File: src/rtl/cache_rd_axi_responder.sv
// ============================================================================
//  Module      : cache_rd_axi_responder
//  Description : Turns one cache read request into an AXI4 AR burst and returns
//                the R beats on ret_valid/ret_last/ret_data.
//  Revision    : 1.0 - initial release
// ============================================================================
`default_nettype none

module cache_rd_axi_responder #(
    parameter int         LINE_WORDS = 4,
    parameter logic [3:0] AR_ID      = 4'd0
) (
    input  logic        clk,
    input  logic        resetn,
    input  logic        rd_req,
    input  logic [2:0]  rd_type,
    input  logic [31:0] rd_addr,
    output logic        rd_rdy,
    output logic        ret_valid,
    output logic        ret_last,
    output logic [31:0] ret_data,
    output logic [3:0]  arid,
    output logic [31:0] araddr,
    output logic [7:0]  arlen,
    output logic [2:0]  arsize,
    output logic        arvalid,
    input  logic        arready,
    input  logic [31:0] rdata,
    input  logic        rlast,
    input  logic        rvalid,
    output logic        rready
);

    localparam int          c_CNT_W     = $clog2(LINE_WORDS) + 1;
    localparam int          c_LINE_BITS = $clog2(LINE_WORDS * 4);
    localparam logic [7:0]  c_LINE_LEN  = 8'(LINE_WORDS - 1);
    localparam logic [31:0] c_LINE_MASK = ~((32'd1 << c_LINE_BITS) - 32'd1);

    typedef enum logic [1:0] {
        S_IDLE = 2'd0,
        S_AR   = 2'd1,
        S_R    = 2'd2
    } state_t;

    state_t               r_state;
    state_t               w_state_nxt;
    logic [31:0]          r_araddr;
    logic [7:0]           r_arlen;
    logic [2:0]           r_arsize;
    logic [c_CNT_W-1:0]   r_cnt;
    logic                 r_ret_valid;
    logic                 r_ret_last;
    logic [31:0]          r_ret_data;

    logic                 w_accept;
    logic                 w_beat;
    logic                 w_last_beat;
    logic [31:0]          w_araddr_nxt;
    logic [7:0]           w_arlen_nxt;
    logic [2:0]           w_arsize_nxt;

    assign w_accept    = (r_state == S_IDLE) && rd_req;
    assign w_beat      = (r_state == S_R) && rvalid;
    // rlast is deliberately ignored: the beat counter alone ends the burst.
    assign w_last_beat = w_beat && ({{(8 - c_CNT_W){1'b0}}, r_cnt} == r_arlen);

    always_ff @(posedge clk or negedge resetn) begin
        if (!resetn) begin
            r_state <= S_IDLE;
        end else begin
            r_state <= w_state_nxt;
        end
    end

    always_comb begin
        w_state_nxt = r_state;
        case (r_state)
            S_IDLE:  if (rd_req)      w_state_nxt = S_AR;
            S_AR:    if (arready)     w_state_nxt = S_R;
            S_R:     if (w_last_beat) w_state_nxt = S_IDLE;
            default:                  w_state_nxt = S_IDLE;
        endcase
    end

    always_comb begin
        w_araddr_nxt = {rd_addr[31:2], 2'b00};
        w_arlen_nxt  = 8'd0;
        w_arsize_nxt = 3'd2;
        case (rd_type)
            3'b000: begin
                w_araddr_nxt = rd_addr;
                w_arsize_nxt = 3'd0;
            end
            3'b001: begin
                w_araddr_nxt = {rd_addr[31:1], 1'b0};
                w_arsize_nxt = 3'd1;
            end
            3'b100: begin
                w_araddr_nxt = rd_addr & c_LINE_MASK;
                w_arlen_nxt  = c_LINE_LEN;
            end
            default: ;
        endcase
    end

    always_ff @(posedge clk or negedge resetn) begin
        if (!resetn) begin
            r_araddr    <= 32'd0;
            r_arlen     <= 8'd0;
            r_arsize    <= 3'd0;
            r_cnt       <= '0;
            r_ret_valid <= 1'b0;
            r_ret_last  <= 1'b0;
            r_ret_data  <= 32'd0;
        end else begin
            if (w_accept) begin
                r_araddr <= w_araddr_nxt;
                r_arlen  <= w_arlen_nxt;
                r_arsize <= w_arsize_nxt;
                r_cnt    <= '0;
            end else if (w_beat) begin
                r_cnt <= r_cnt + 1'b1;
            end
            r_ret_valid <= w_beat;
            r_ret_last  <= w_last_beat;
            if (w_beat) begin
                r_ret_data <= rdata;
            end
        end
    end

    assign rd_rdy    = (r_state == S_IDLE);
    assign arvalid   = (r_state == S_AR);
    assign rready    = (r_state == S_R);
    assign arid      = AR_ID;
    assign araddr    = r_araddr;
    assign arlen     = r_arlen;
    assign arsize    = r_arsize;
    assign ret_valid = r_ret_valid;
    assign ret_last  = r_ret_last;
    assign ret_data  = r_ret_data;

    logic w_unused;
    assign w_unused = rlast;

endmodule

`default_nettype wire

File: config.mk
export PLATFORM = sky130hd
export DESIGN_NAME = cache_rd_axi_responder
export DESIGN_NICKNAME = d
export VERILOG_FILES = /design/src/rtl/cache_rd_axi_responder.sv
export SDC_FILE = /design/constraint.sdc
export NUM_CORES = 1
export LEC_CHECK = 0
export CORE_MARGIN = 1
export CORE_UTILIZATION = 35
export CTS_CLUSTER_DIAMETER = 60
export CTS_CLUSTER_SIZE = 24
export DETAILED_ROUTE_END_ITERATION = 6
export PLACE_DENSITY = 0.84
export SYNTH_ARGS = -nofsm -noshare
export SYNTH_HDL_FRONTEND = slang
export SYNTH_SLANG_ARGS = --single-unit
File: constraint.sdc
create_clock -name clk -period 1.61 [get_ports clk]
set_clock_uncertainty 0.15 [all_clocks]
set_input_delay 0.4025 -clock clk [delete_from_list [all_inputs] [get_ports clk]]
set_output_delay 0.4025 -clock clk [all_outputs]
set_load 0.05 [all_outputs]
==> impl_metrics.toml <==
[clock_tree]
numCtsBuffers = 9
cts_sinks = 74
cts_root_buf = "clkbuf_8"
clkLatencyLatePin_ps = 330
path_clk_slew_ps = 70
tritoncts = "done"
clock_path_buffers = 2
h-tree-depth = 3

[global_routing]
grt_start_max_net_pins = 75
grt-ovfl-total = 0
antenna_found_initial = 0
grtUsageTotal = 0.175
grt_pass1_vias = 2396
grt_pass1_wl_um = 11700
use_met1 = 0.204
met3_usage = 0.0526
met2_usage = 0.301
busiest_layer = "met2"

[routing]
drtPass1Iterations = 4
ant_nets = 0
wire_per_inst_um = 14.7
vias_per_cell = 4.46
drc = 0
vias = 2378
drt-initial-drc-count = 56
wirelength_um = 7840

[job]
cap_violations = 0

[power]
p_total_mw = 14.6
vdd_drop_max_uv = 1280
leakage_nw = 2.72
powerDensity_nw_per_um2 = 2550

[worst_setup_path]
slowest_stage = "dfrtp_2"
cp.arrival_ps = 1190
crit_path_cell_trace = "buf_6, nor2b_4, buf_12"
worstSetupPathType = "reg2out"
cpPeakStageDelay_ps = 450
cp_num_buf_inv = 2
startpoint_type = "flip-flop"
cp-end-kind = "output pin"
worstPathRequired_ps = 1060
crit_family = "flip-flops"
cp_max_fo = 4

[finish]
seqCellArea_um2 = 1850
n_antenna_cell = 0
final_common_cell = "nand2_1"
final_nets = 498
multi_input_area_um2 = 1030
synthToLayoutAreaGrowth_pct = 92.5
layout-drive-gt1-share = 0.357
fillers = 569
final_cell_mix = "nand2_1, buf_12, dfrtp_1"

[sta]
max_clock_freq_ghz = 0.575
setup_viol = 34
rsz0062_at_grt = "yes"
drv_slew = 0
worst_slack_ps = -130
hold_slack_ps = 383
period_needed_ps = 1740
fin_crit_sh = 1.08
hold_viol_final = 0

[placed_design]
dp_hpwl_um = 5610
placement.io_buffers = 144
dp_slack_ps = -333
place.gp.congestion = 0.733

[floorplanning]
core-area_um2 = 8220
start_util = 0.362
rows = 33
die_y_um = 94.2
ios = 157
die_area_um2 = 8870
die_x_um = 94.2

[status]
violations = "setup timing"
status = "complete, but fails checks"

[synth]
syn_inst = 258
syn_area_per_cell_um2 = 11.5
synth_cell_types = 29
synthSimpleGateAreaFrac = 0.161
synth_top_family_by_area = "simple AND/OR/NAND/NOR gates"
synth_fa_ha_area_frac = 0.00421
ys_seq_elements = 74
seq_area_frac_synth = 0.622
synthMuxAreaShare = 0.124
yosysWarnings = 0
netlist_area_um2 = 2980
synth_xor_area_frac = 0.00589
synth-compound-area-share = 0.0202

[min_path]
hold_class = "reg2reg"
## final timing paths
kind	start	end	slack, ps	depth (start not counted)
max	r_state[0]$_DFFE_PN0P_	rready	-130	3
min	arsize[0]$_DFFE_PN0P_	arsize[0]$_DFFE_PN0P_	380	2
max reg2reg	r_state[0]$_DFFE_PN0P_	araddr[24]$_DFFE_PN0P_	-50	5
min reg2reg	arsize[0]$_DFFE_PN0P_	arsize[0]$_DFFE_PN0P_	380	2
max in group asynchronous	resetn	r_state[1]$_DFFE_PN0P_	470	3
min in group asynchronous	resetn	ret_data[14]$_DFFE_PN0P_	440	3
## cell families after synthesis
family	count (synthesis)
AND/OR/NAND/NOR	112
flip-flops	74
AO/OA/AOI/OAI	9
other	1
adder cells (fa/ha/maj)	1
buffers and inverters	26
multiplexers	33
XOR/XNOR	2
## routing by layer
metal / share of wire / routed length [um]
met1: 0.40 / 3110
met4: 0.014 / 113
met3: 0.076 / 598
met5: 0 / 0
met2: 0.51 / 4020
## worst register-to-register path, cell delays in order (launching register included)
cell and delay (ps):
dfrtp_2 450, buf_4 160, or3b_4 470, clkbuf_16 190, nand2_1 60, nand2_1 70
## synth_stat cells
cell type / count / share of area
nand2_1: 93 / 0.12
dfrtp_1: 74 / 0.62
mux2_2: 29 / 0.11
buf_4: 12 / 0.030
buf_2: 7 / 0.012
nor2_1: 6 / 0.0076
buf_6: 4 / 0.015
nand3_1: 4 / 0.0067
mux2_1: 3 / 0.011
a21oi_1: 2 / 0.0034
a22o_1: 2 / 0.0059
inv_1: 2 / 0.0025
nand4b_1: 2 / 0.0059
o21ai_0: 2 / 0.0034
xor2_1: 2 / 0.0059
a21o_1: 1 / 0.0025
a21oi_2: 1 / 0.0029
a31oi_1: 1 / 0.0021
and2_1: 1 / 0.0021
clkbuf_1: 1 / 0.0013
conb_1: 1 / 0.0013
ha_1: 1 / 0.0042
mux2i_1: 1 / 0.0034
nand2b_1: 1 / 0.0021
nand3b_4: 1 / 0.0067
nor2b_1: 1 / 0.0021
nor3b_2: 1 / 0.0042
or3_1: 1 / 0.0021
or3b_4: 1 / 0.0038
## power by group
group | leakage (nW) | internal [mW] | switching [mW]
logic | 1.69 | 4.59 | 4.60
clock network | 0.118 | 1.06 | 0.659
registers | 0.907 | 2.74 | 0.943
## metrics by stage
| stage | cells | area, um2 | TNS (ps) | utilization |
|---|---|---|---|---|
| 3_3_place_gp | 507 | 5310 | -16380 | 0.646 |
| 5_1_grt | 533 | 5730 | -2890 | 0.697 |
| 2_1_floorplan | 268 | 3020 | 0 | - |
| 3_5_place_dp | 507 | 5310 | -17130 | 0.646 |
| 6_report | 533 | 5730 | -1040 | 0.697 |
| 4_1_cts | 528 | 5620 | -463 | 0.684 |
## final cells by class
type / count / share of cell area
Timing Repair Buffer: 168 / 0.431
Tap cell: 105 / 0.0229
Sequential cell: 74 / 0.324
Inverter: 2 / 0.00131
Clock buffer: 10 / 0.0240
Multi-Input combinational cell: 169 / 0.179
Clock inverter: 5 / 0.0179
## flip-flops by register name, indices dropped and copies added (netlist names)
name and cells:
arlen 1, ret_valid 1, r_cnt 3, r_state 2, araddr 32, ret_data 32
ret_last 1, arsize 2
## repair_timing
item,in CTS,in global routing
hold buffers,1,0
gates resized for setup,8,8
hold endpoints to repair,74,0
gates cloned,0,4
setup endpoints to repair,4,41
pin swaps,1,2
buffers inserted,5,1
(Power assumes the default switching activity.)
